===== src/rtl/mm_bridge.sv =====
// Cache line <-> 32-bit memory bus bridge: one 256-bit fill/eviction per command as an 8-beat burst.
// Optional critical-word-first read ordering selected by `define MM_BRIDGE_CWF_EN.
module mm_bridge #(
  parameter int unsigned MAX_OUTSTANDING = 4,
  parameter int unsigned BEATS           = 8
) (
  input  logic         clk,
  input  logic         reset,
  input  logic [31:0]  mm_a,
  input  logic [255:0] mm_wd,
  input  logic         mm_write,
  input  logic         mm_read,
  output logic [255:0] mm_rd,
  output logic         mm_valid,
  output logic         mm_wack,
  output logic         mm_busy,
  output logic         mm_err,
  output logic         mem_req,
  output logic         mem_we,
  output logic [31:0]  mem_a,
  output logic [31:0]  mem_wd,
  input  logic         mem_gnt,
  input  logic [31:0]  mem_rd,
  input  logic         mem_rvalid
);

  typedef enum logic [1:0] {IDLE, WR, RD} state_t;

  state_t            state, state_nx;
  logic [26:0]       line_q;
  logic [2:0]        start_q;
  logic [7:0][31:0]  wbuf_q;
  logic [7:0][31:0]  lbuf_q;
  logic [7:0][31:0]  lbuf_nx;
  logic [255:0]      rd_q;
  logic [3:0]        iss_cnt;
  logic [3:0]        ret_cnt;
  logic [3:0]        out_cnt;
  logic              valid_q, wack_q;
  logic              acc_wr, acc_rd, gnt_fire, rv_fire, wr_last, rd_last;
  logic [2:0]        iss_beat, ret_slot;
  logic              unused;

  assign unused = ^{mm_a[1:0], start_q};

  assign mem_req  = (state == WR) ||
                    ((state == RD) && (iss_cnt < 4'(BEATS)) && (out_cnt < 4'(MAX_OUTSTANDING)));
  assign mem_we   = (state == WR);
  assign mem_a    = (state == IDLE) ? '0 : {line_q, iss_beat, 2'b00};
  assign mem_wd   = (state == WR) ? wbuf_q[iss_cnt[2:0]] : '0;
  assign mm_busy  = (state != IDLE);
  assign mm_err   = (state == IDLE) && mm_read && mm_write;
  assign mm_valid = valid_q;
  assign mm_wack  = wack_q;
  assign mm_rd    = rd_q;

  always_comb begin
    acc_wr   = (state == IDLE) && mm_write;
    acc_rd   = (state == IDLE) && mm_read && !mm_write;
    gnt_fire = mem_req && mem_gnt;
    // Returns with nothing outstanding are stale responses and must not touch the line.
    rv_fire  = (state == RD) && mem_rvalid && (out_cnt != '0);
    wr_last  = (state == WR) && gnt_fire && (iss_cnt == 4'(BEATS - 1));
    rd_last  = rv_fire && (ret_cnt == 4'(BEATS - 1));
`ifdef MM_BRIDGE_CWF_EN
    iss_beat = (state == RD) ? start_q + iss_cnt[2:0] : iss_cnt[2:0];
    ret_slot = start_q + ret_cnt[2:0];
`else
    iss_beat = iss_cnt[2:0];
    ret_slot = ret_cnt[2:0];
`endif
    lbuf_nx = lbuf_q;
    if (rv_fire) lbuf_nx[ret_slot] = mem_rd;
  end

  always_comb begin
    state_nx = state;
    case (state)
      IDLE:    if (acc_wr) state_nx = WR;
               else if (acc_rd) state_nx = RD;
      WR:      if (wr_last) state_nx = IDLE;
      RD:      if (rd_last) state_nx = IDLE;
      default: state_nx = IDLE;
    endcase
  end

  always_ff @(posedge clk or posedge reset) begin
    if (reset) state <= IDLE;
    else       state <= state_nx;
  end

  always_ff @(posedge clk or posedge reset) begin
    if (reset) begin
      line_q  <= '0;
      start_q <= '0;
      wbuf_q  <= '0;
      lbuf_q  <= '0;
      rd_q    <= '0;
      iss_cnt <= '0;
      ret_cnt <= '0;
      out_cnt <= '0;
      valid_q <= 1'b0;
      wack_q  <= 1'b0;
    end else begin
      valid_q <= rd_last;
      wack_q  <= wr_last;
      if (acc_wr || acc_rd) begin
        line_q  <= mm_a[31:5];
        start_q <= mm_a[4:2];
        iss_cnt <= '0;
        ret_cnt <= '0;
        out_cnt <= '0;
        if (acc_wr) wbuf_q <= mm_wd;
      end else begin
        if (gnt_fire) iss_cnt <= iss_cnt + 4'd1;
        if (rv_fire)  ret_cnt <= ret_cnt + 4'd1;
        lbuf_q <= lbuf_nx;
        if (rd_last) rd_q <= lbuf_nx;
        case ({gnt_fire && (state == RD), rv_fire})
          2'b10:   out_cnt <= out_cnt + 4'd1;
          2'b01:   out_cnt <= out_cnt - 4'd1;
          default: out_cnt <= out_cnt;
        endcase
      end
    end
  end

endmodule

===== config.mk =====
export PLATFORM = sky130hd
export DESIGN_NAME = mm_bridge
export DESIGN_NICKNAME = d
export VERILOG_FILES = /design/src/rtl/mm_bridge.sv
export SDC_FILE = /design/constraint.sdc
export NUM_CORES = 2
export LEC_CHECK = 0
export ABC_CLOCK_PERIOD_IN_PS = 65099
export CAP_MARGIN = 25
export CORE_MARGIN = 10
export CORE_UTILIZATION = 35
export DETAILED_ROUTE_END_ITERATION = 16
export GPL_ROUTABILITY_DRIVEN = 0
export PLACE_DENSITY = 0.59
export SLEW_MARGIN = 20
export SYNTH_ARGS = -nofsm -noshare
export SYNTH_HDL_FRONTEND = slang
export SYNTH_SLANG_ARGS = --single-unit

===== constraint.sdc =====
create_clock -name clk -period 65.1 [get_ports clk]
set_clock_uncertainty 0.1 [all_clocks]
set_input_delay 13.02 -clock clk [delete_from_list [all_inputs] [get_ports clk]]
set_output_delay 13.02 -clock clk [all_outputs]
set_load 0.01 [all_outputs]

==> flow_metrics.tcl <==
set metrics [dict create \
    grt_max_degree 191 \
    postCtsResizedCells 0 \
    timing.critical_path.mode_cell "clkdlybuf4s50_1" \
    ys_ff_latch 811 \
    synth_fa_ha_area_share_pct 0.220 \
    ys_async_sr_fraction_pct 100 \
    wl_mm 103 \
    layout_min_cycle_time_ns 27.54 \
    drtPass1Iterations 5 \
    cts.sinks 811 \
    place_hpwl_mm 72.2 \
    grt_pass1_vias 22900 \
    grt_pass1_wl_mm 154 \
    grt_usage_pct 18.2 \
    p_int_mw 1.14 \
    antenna_found_initial 27 \
    synthMuxAreaShare_pct 30.4 \
    die-width_um 332 \
    ys_warn_count 0 \
    seqPwrFrac_pct 41.9 \
    drtIter0Drc 1064 \
    synth_top_area_share_pct 59.5 \
    endpoint_kind "output pin" \
    finalCoreUtilization_pct 46.3 \
    numCtsBuffers 92 \
    fmax_mhz 36.3 \
    postRouteAntennaNets 0 \
    synth.distinct_cells 40 \
    p_sw_share_pct 28.5 \
    leakagePower_nw 20.4 \
    power_frac_clock_pct 32.9 \
    clk_pin_slew_ns 0.06 \
    timing_hold_violations_final 0 \
    synth-simple-area-share_pct 4.24 \
    wl_per_cell_um 23.7 \
    drv_slew 0 \
    port_buffers 644 \
    synth_cells 2377 \
    syn_area_per_cell_um2 14.4 \
    die_area_um2 110000 \
    fp-row-count 114 \
    overflow 0 \
    cts_hold_buffers 0 \
    htreeDepth 3 \
    cp.required_ns 51.98 \
    crit_type "input pin to output pin" \
    power_frac_comb_pct 25.1 \
    num-nets-final 3297 \
    tritoncts "built" \
    synthXorXnorAreaFrac_pct 0.128 \
    period_share_pct 42.3 \
    ir_drop_mv 0.0283 \
    reg2reg_slack_ns 60.27 \
    cp_max_fo 4 \
    clk_latency_ns 0.68 \
    netlist_area_um2 34100 \
    start_util_pct 35.3 \
    post_cts_buffers 0 \
    worst_slew_pin_slew_ns 1.07 \
    area_delta_synth_final_pct 31.2 \
    ys_seq_area_share_pct 59.5 \
    synth-compound-area-share_pct 2.72 \
    routed_via_density 4.91 \
    synth.cells.most_frequent "dfrtp_1, mux2_2, nand2_1, mux2i_1, o21ai_0" \
    rsz0062_at_grt "false" \
    ys.flop_type "dfrtp_1" \
    power_switching_uw 454 \
    clockBufferDepth 3 \
    arrival_ns 14.42 \
    cp_slowest_cell "clkdlybuf4s50_1" \
    path_cells "clkdlybuf4s50_1, and3_1, clkdlybuf4s50_1" \
    synth.top_cells.by_area "dfrtp_1, mux2_2, mux2_4" \
    startpoint_type "input pin" \
    synth_edf_count 0 \
    finalSetupViolCount 0 \
    num_vias 21300 \
    synth_top_cell_by_area "dfrtp_1" \
    synth.most_common_cell "dfrtp_1" \
    drv_cap 0 \
    remaining_drc_errors 0 \
    io_pins 652 \
    synth_top_family_by_area "multiplexers" \
    core-area_um2 96700 \
    fin_setup_tns_ns 0 \
    relSlewSlack_pct 28.9 \
    cts-root-buf "clkbuf_16" \
    p_per_area_nw_per_um2 35.6 \
    max_stage_delay_ns 0.63 \
    holdCritPathClass "register to register" \
    drive_above_1_share_pct 29.8 \
    status "completed" \
    die_y_um 332 \
    fillers 8422 \
]
## cell type report
class | count | area [um^2] | area share, %
antenna | 16 | 40.0 | 0.0894
clock buffer | 124 | 2590 | 5.79
clock inverter | 41 | 509 | 1.14
inverter | 6 | 30.0 | 0.0670
multi-input combinational | 1378 | 13000 | 29.0
sequential | 811 | 20300 | 45.3
tap | 1276 | 1600 | 3.56
timing repair buffer | 676 | 6740 | 15.1
## final timing paths
| kind | startpoint | to | cells after the start |
|---|---|---|---|
| hold reg to reg | lbuf_q[86] | mm_rd[86] | 1 |
| min in group asynchronous | reset | line_q[17] | 2 |
| setup / recovery | mm_write | mm_err | 3 |
| hold / removal | lbuf_q[86] | mm_rd[86] | 1 |
| max in group asynchronous | reset | lbuf_q[24] | 5 |
| setup reg to reg | out_cnt[1] | mm_rd[57] | 6 |
## worst max-delay path: cells and delay by family
kind	cells	cell delay, ns
buf+inv	2	1.18
simple gates	1	0.22
## power groups by stage
stage	Sequential, mW	Clock, mW	Combinational [mW]
4_1_cts	0.670	0.541	0.409
3_3_place_gp	0.671	0	0.400
3_5_place_dp	0.679	0	0.407
2_1_floorplan	0.647	0	0.270
6_report	0.669	0.525	0.401
5_1_grt	0.682	0.560	0.434
## logic make-up (layout without fill, tap and decap cells)
kind of cell,Yosys count,in the layout
simple gates,351,351
flops,811,811
buf+inv,189,847
xor+xnor,5,5
fa+ha+maj,6,6
mux,838,838
compound gates,176,176
other cells,1,18
## sequential cells by signal, indices dropped and copies added, names as in the netlist
register  count
lbuf_q      256
mm_rd       256
wbuf_q      256
line_q       27
iss_cnt       4
out_cnt       4
ret_cnt       4
state         2
mm_valid      1
mm_wack       1
## placed cells by master (no fill, tap or decap), types with 3 or more instances in the layout
| cell type | n |
|---|---|
| buf_12 | 4 |
| mux2i_1 | 134 |
| nor2_1 | 9 |
| mux2_1 | 7 |
| nor2b_1 | 29 |
| o21ai_0 | 129 |
| clkinv_8 | 3 |
| clkbuf_16 | 93 |
| xnor2_1 | 3 |
| clkinv_2 | 22 |
| nor3_1 | 3 |
| clkbuf_8 | 15 |
| ha_1 | 6 |
| clkdlybuf4s50_1 | 644 |
| inv_1 | 5 |
| nor2b_4 | 4 |
| buf_4 | 26 |
| diode_2 | 16 |
| nand2_2 | 4 |
| mux4_2 | 64 |
| clkbuf_1 | 16 |
| mux2_2 | 528 |
| nand2_1 | 283 |
| dfrtp_1 | 808 |
| mux2_4 | 105 |
| a21oi_1 | 36 |
| clkinv_16 | 3 |
| nand2b_1 | 3 |
| bufinv_16 | 7 |
## through the flow
step                      setup WS, ns  instances  cell area (um^2)  power, mW  hold slack [ns]
after floorplan                  29.20       2378             34100      0.917            0.338
final                            37.56       4328             44800       1.59            0.353
after global routing             37.54       4319             44800       1.68            0.378
after detailed placement         37.60       4146             41600       1.09            0.354
after CTS                        37.60       4311             44700       1.62            0.359
after global placement           37.62       4146             41600       1.07            0.359
## layer usage
layer	track usage (%)	routed length, um
met1	21.4	41300
met5	0	75
met4	5.41	2620
met2	30.8	50500
met3	6.70	8140
Power figures use the tool's default switching activity.
